--- src/rtl/vend_sequencer.sv ---
// vend_sequencer
//   Transaction controller for the coin-operated vending datapath. It
//   accumulates 1/5/10 lei coins into a credit register. A purchase request
//   drives the product dispenser over a req/ack handshake. Any remaining
//   credit is then paid back one coin at a time, largest coin first, through
//   the coin ejector (req/ack).
//
// Ports
//   clk          system clock, rising-edge
//   reset        asynchronous, active-high reset
//   coin1/5/10   one-cycle pulses from the coin-slot sensors
//   sel          one-cycle purchase request
//   refund       one-cycle request to return all credit
//   vend_req     dispense one product, held until vend_ack
//   vend_ack     dispenser done (looked at only in VEND)
//   pay_req      eject the coin given by pay_coin, held until pay_ack
//   pay_coin     00 none, 01 = 1 leu, 10 = 5 lei, 11 = 10 lei
//   pay_ack      ejector done (looked at only in PAY)
//   credit       current credit in lei (registered)
//   coin_reject  one-cycle pulse: last inserted coin(s) returned, not credited
//   busy         controller is not in IDLE
module vend_sequencer #(
    parameter int PRICE      = 3,
    parameter int CREDIT_W   = 6,
    parameter int MAX_CREDIT = 50
) (
    input  logic                clk,
    input  logic                reset,
    input  logic                coin1,
    input  logic                coin5,
    input  logic                coin10,
    input  logic                sel,
    input  logic                refund,
    output logic                vend_req,
    input  logic                vend_ack,
    output logic                pay_req,
    output logic [1:0]          pay_coin,
    input  logic                pay_ack,
    output logic [CREDIT_W-1:0] credit,
    output logic                coin_reject,
    output logic                busy
);

    localparam logic [1:0] S_IDLE   = 2'b00;
    localparam logic [1:0] S_VEND   = 2'b01;
    localparam logic [1:0] S_CHANGE = 2'b10;
    localparam logic [1:0] S_PAY    = 2'b11;

    localparam logic [1:0] C_NONE = 2'b00;
    localparam logic [1:0] C_1    = 2'b01;
    localparam logic [1:0] C_5    = 2'b10;
    localparam logic [1:0] C_10   = 2'b11;

    localparam logic [CREDIT_W-1:0] PRICE_C = CREDIT_W'(PRICE);
    localparam logic [CREDIT_W:0]   MAX_C   = (CREDIT_W+1)'(MAX_CREDIT);

    function automatic logic [CREDIT_W-1:0] coin_value(input logic [1:0] c);
        case (c)
            C_1:     return CREDIT_W'(1);
            C_5:     return CREDIT_W'(5);
            C_10:    return CREDIT_W'(10);
            default: return '0;
        endcase
    endfunction

    logic [1:0]          state;
    logic [1:0]          in_coin;
    logic                any_coin;
    logic                multi_coin;
    logic [CREDIT_W:0]   sum;
    logic                fits;
    logic [1:0]          change_coin;

    assign busy = (state != S_IDLE);

    // Decode the coin slot. Two or more simultaneous pulses cannot be told
    // apart reliably, so they are all rejected together.
    // NOTE: every signal written in always_comb gets a default first, so no
    // path leaves it unassigned and no latch is inferred.
    always_comb begin
        in_coin    = C_NONE;
        any_coin   = coin1 | coin5 | coin10;
        multi_coin = (coin1 & coin5) | (coin1 & coin10) | (coin5 & coin10);
        if (coin10)     in_coin = C_10;
        else if (coin5) in_coin = C_5;
        else if (coin1) in_coin = C_1;
        // One extra bit keeps the sum from wrapping before the limit check.
        sum  = {1'b0, credit} + {1'b0, coin_value(in_coin)};
        fits = (sum <= MAX_C);
    end

    // Greedy change: the largest coin that does not exceed the credit.
    always_comb begin
        change_coin = C_NONE;
        if (credit >= CREDIT_W'(10))     change_coin = C_10;
        else if (credit >= CREDIT_W'(5)) change_coin = C_5;
        else if (credit != '0)           change_coin = C_1;
    end

    // NOTE: state registers use non-blocking assignments so every register
    // samples values from before the clock edge.
    always_ff @(posedge clk or posedge reset) begin
        if (reset) begin
            state       <= S_IDLE;
            credit      <= '0;
            vend_req    <= 1'b0;
            pay_req     <= 1'b0;
            pay_coin    <= C_NONE;
            coin_reject <= 1'b0;
        end else begin
            coin_reject <= 1'b0;
            case (state)
                S_IDLE: begin
                    if (refund) begin
                        state       <= S_CHANGE;
                        coin_reject <= any_coin;
                    end else if (sel && credit >= PRICE_C) begin
                        credit      <= credit - PRICE_C;
                        vend_req    <= 1'b1;
                        state       <= S_VEND;
                        coin_reject <= any_coin;
                    end else if (multi_coin) begin
                        coin_reject <= 1'b1;
                    end else if (any_coin) begin
                        if (fits) credit      <= sum[CREDIT_W-1:0];
                        else      coin_reject <= 1'b1;
                    end
                end
                S_VEND: begin
                    coin_reject <= any_coin;
                    if (vend_ack) begin
                        vend_req <= 1'b0;
                        state    <= (credit != '0) ? S_CHANGE : S_IDLE;
                    end
                end
                S_CHANGE: begin
                    coin_reject <= any_coin;
                    if (credit == '0) begin
                        pay_coin <= C_NONE;
                        state    <= S_IDLE;
                    end else begin
                        pay_coin <= change_coin;
                        pay_req  <= 1'b1;
                        state    <= S_PAY;
                    end
                end
                default: begin // S_PAY
                    coin_reject <= any_coin;
                    if (pay_ack) begin
                        credit   <= credit - coin_value(pay_coin);
                        pay_req  <= 1'b0;
                        pay_coin <= C_NONE;
                        state    <= S_CHANGE;
                    end
                end
            endcase
        end
    end

endmodule

--- config.mk ---
export PLATFORM = sky130hd
export DESIGN_NAME = vend_sequencer
export DESIGN_NICKNAME = d
export VERILOG_FILES = /design/src/rtl/vend_sequencer.sv
export SDC_FILE = /design/constraint.sdc
export NUM_CORES = 1
export LEC_CHECK = 0
export CAP_MARGIN = 20
export CORE_UTILIZATION = 56
export DETAILED_ROUTE_END_ITERATION = 8
export GPL_TIMING_DRIVEN = 0
export PLACE_DENSITY = 0.82
export SLEW_MARGIN = 20
export SYNTH_ARGS = -nofsm -noshare
export SYNTH_HDL_FRONTEND = slang
export SYNTH_SLANG_ARGS = --single-unit
--- constraint.sdc ---
create_clock -name clk -period 3.1 [get_ports clk]
set_clock_uncertainty 0.1 [all_clocks]
set_input_delay 0.62 -clock clk [delete_from_list [all_inputs] [get_ports clk]]
set_output_delay 0.62 -clock clk [all_outputs]
set_load 0.02 [all_outputs]
==> summary.log <==
[place] count of buffers inserted at the top-level ports 20
[power] proportion of power drawn by flip-flops and latches 15.2%
[route] count of unresolved DRC violations after routing 7
[floorplan] chip width 56.7 µm
[timing] Worst Max-Slew Pin Slew 0.533 ns
[place] routability cong. 0.977
[logic_synthesis] Ys Warns 0
[global_route] largest net degree at the start of global routing 14
[clock_network] TritonCTS Sinks 13
[clock_network] CTS tree built
[floorplan] Core ar. 0.00281 mm²
[timing] Final Critical Period 2.99 ns
[route] WL met1 2.07 mm
[critical_path] critical path start-end classification input pin to flip-flop
[logic_synthesis] Syn Nets 232
[power] worst vdd rail ir drop 0.710 mV
[route] initial detailed-routing violation count 115
[clock_network] number of buffers inserted during clock tree synthesis 3
[critical_path] highest fanout seen on the critical path 7
[logic_synthesis] post-synth cell types 61
[critical_path] startpoint type of the worst setup path input pin
[worst_hold_path] Hold/Removal Path Class flip-flop to flip-flop
[global_route] total congestion overflow after global routing 0
[timing] final worst path period share 96.3%
[floorplan] Die ar. 0.00321 mm²
[route] total length of routed met2 wires 2.12 mm
[route] Routed WL 4.59 mm
[cells_and_area] area of combinational cells with multiple inputs 0.00136 mm²
[cells_and_area] number of antenna repair diodes 0
[critical_path] worst endpoint required time 3.15 ns
[run_status] outcome complete, but fails checks
[power] leakage power total 0.891 nW
[route] mean number of vias per cell 6.44
[clock_network] Clock Latency Late Sink 0.28 ns
[floorplan] number of rows in the core area 19
[logic_synthesis] part of the Yosys area used for sequential elements 19.4%
[logic_synthesis] prevailing post-synth register cell dfrtp_1
[cells_and_area] number of fill cells in the layout 211
[cells_and_area] area growth from synthesis to layout 23.8%
[cells_and_area] cell area after layout 0.00207 mm²
[timing] number of failing setup endpoints in the final timing report 0
[route] remaining antenna violation count 0
[timing] number of failing hold endpoints at the final stage 0
[global_route] number of global-route vias before repair 1570
[global_route] number of antenna violations at the first check in global routing 0
[power] switching share of power 53.3%
[logic_synthesis] most frequent cells after synthesis 18 x ha_1, 16 x inv_1, 14 x nor2_1, 13 x dfrtp_1, 12 x a21oi_1
[route] top layer in use met4
[logic_synthesis] flop and latch count out of synthesis 13
[floorplan] Die Height 56.7 µm
[global_route] global routing usage summed across all routing layers 30.8%
[clock_network] clock edge transition at the registers on the reported setup and hold paths 0.09 ns
[clock_network] Root Buffer Master clkbuf_4
[logic_synthesis] Post-Syn Area per Cell 8.21 µm²
[power] power spent charging and discharging nets 1.32 mW
[logic_synthesis] Post-Syn Area 0.00167 mm²
[cells_and_area] layout cells sized above 1 19.6%
[timing] maximum clock rate 335 MHz
[place] total cell area at the placement stage 0.00197 mm²
[place] hpwl dp 3.37 mm
[logic_synthesis] Yosys top cell by area dfrtp_1
[floorplan] ports placed on the boundary 21
[critical_path] Worst EP arrival 3.04 ns
[logic_synthesis] most frequent cell after synthesis ha_1
[global_route] global-route wire length before repair 7.62 mm
[logic_synthesis] largest cells by area after synthesis dfrtp_1 19%, ha_1 13%, a21oi_1 3.6%, inv_1 3.6%, nor2_1 3.1%
[critical_path] kind of end point of the critical path flip-flop
[power] Pwr Density 1200 mW/mm²
[timing] max_slew headroom 64.4%
[power] design internal power 1.16 mW
[logic_synthesis] portion of synthesized cell area occupied by the leading cell type 19.4%
[run] # Max-Cap Violations 0
[power] combinational share of power 80.4%
[run_status] violations in the final reports DRC
[floorplan] effective utilization at floorplan 59.7%
[clock_network] H-tree depth 1
[cells_and_area] number of nets in the layout 259
[power] clock group share of total power 4.4%
[route] wire length on met3 316 µm
[timing] number of pins with negative max-slew slack in the final report 0
[logic_synthesis] number of flops mapped to enable cells by yosys 0
[cells_and_area] Sequential Area 325 µm²
[route] Routed WL per cell 17.6 µm
[clock_network] number of buffers on the longest clock path 2
[route] total number of vias 1682
[logic_synthesis] proportion of synthesized flip-flops having asynchronous set or reset 100%
[cells_and_area] utilization of the core after routing 73.9%
[logic_synthesis] synthesized netlist cell count 204
[clock_network] number of buffers inserted for hold repair after clock tree synthesis 0
[route] number of iterations in the first detailed-routing pass 6
[timing] unrepaired setup endpoints after global routing false
==> power by group through the flow <==
stage / registers [mW] / clock network (mW) / logic, mW
after global placement: 0.366 / 0 / 1.76
final: 0.377 / 0.109 / 1.99
after floorplan: 0.425 / 0 / 1.28
after global routing: 0.388 / 0.119 / 2.17
after CTS: 0.376 / 0.112 / 1.90
after detailed placement: 0.377 / 0 / 1.83
==> placed cells by master, fill, tap and decap left out, types with 4 or more instances in the layout <==
cell type        instances
a21oi_1                  9
inv_1                   16
nand2_1                 10
and3_1                   6
clkdlybuf4s50_1         17
nand2b_1                 4
buf_4                    5
a221oi_1                 4
o21ai_0                  9
nor3_1                   4
nand3_1                  7
dfrtp_1                 13
o21ai_1                  4
o211ai_1                 5
nor2_1                  14
nand4_1                  4
ha_1                    15
mux2i_1                  5
==> final timing paths <==
path                            depth (start not counted)  slack, ns                   from               endpoint
worst min-delay path                                    1       0.44   vend_req$_DFFE_PP0P_   vend_req$_DFFE_PP0P_
max in group asynchronous                               2       1.97                  reset  credit[5]$_DFFE_PP0P_
worst max-delay path                                   11       0.11                 coin10  credit[4]$_DFFE_PP0P_
min in group asynchronous                               2       0.56                  reset   vend_req$_DFFE_PP0P_
worst max register to register                         10       0.17  credit[1]$_DFFE_PP0P_  credit[4]$_DFFE_PP0P_
worst min register to register                          1       0.44   vend_req$_DFFE_PP0P_   vend_req$_DFFE_PP0P_
==> sequential cells by signal (all words and copies together), names as in the netlist <==
register / cells
pay_coin: 2
state: 2
credit: 6
coin_reject: 1
pay_req: 1
vend_req: 1
==> critical path, cell delays in order <==
cell      delay, ns
buf_6          0.09
buf_4          0.16
nor2_1         0.06
ha_1           0.45
nand3_2        0.15
a211oi_4       0.37
a21oi_2        0.11
or2_1          0.27
o31a_1         0.39
a21bo_1        0.24
xor2_1         0.14
==> repair_timing <==
item                                    CTS  global route
endpoints found under the hold margin     0             0
endpoints found under the setup margin    7             7
cloned                                    0             0
gates resized for setup                  16            11
buffers inserted                          4             0
pin swaps                                 8            10
==> metal layers <==
metal  vias to the layer above  track usage, %
li1                        803               -
met1                       793            44.1
met2                        76            47.6
met3                        10            5.30
met4                         0            8.21
met5                         -               0
==> layout make-up <==
type | instances | share of cell area (%)
Timing Repair Buffer | 24 | 11.0
Clock buffer | 4 | 1.27
Tap cell | 31 | 1.87
Buffer | 6 | 1.81
Inverter | 16 | 2.90
Multi-Input combinational cell | 167 | 65.5
Sequential cell | 13 | 15.7
==> per-stage QoR <==
step	power, mW	instances	setup WS (ns)	TNS (ns)	hold slack [ns]
2_1_floorplan	1.71	204	-0.0537	-0.0537	0.397
3_5_place_dp	2.20	255	-0.809	-5.19	0.417
4_1_cts	2.39	262	-0.000805	-0.000805	0.438
6_report	2.48	261	0.114	0	0.443
3_3_place_gp	2.12	255	-0.659	-4.23	0.393
5_1_grt	2.68	261	0.0216	0	0.459
==> cell families after synthesis <==
family,after synthesis,share of synthesized area [%]
XOR/XNOR,7,3.66
buffers and inverters,24,6.35
AO/OA/AOI/OAI,63,27.5
flip-flops,13,19.4
adder cells (fa/ha/maj),20,15.2
AND/OR/NAND/NOR,72,24.8
multiplexers,5,2.99
No activity file was read; power rests on OpenSTA's default activity.
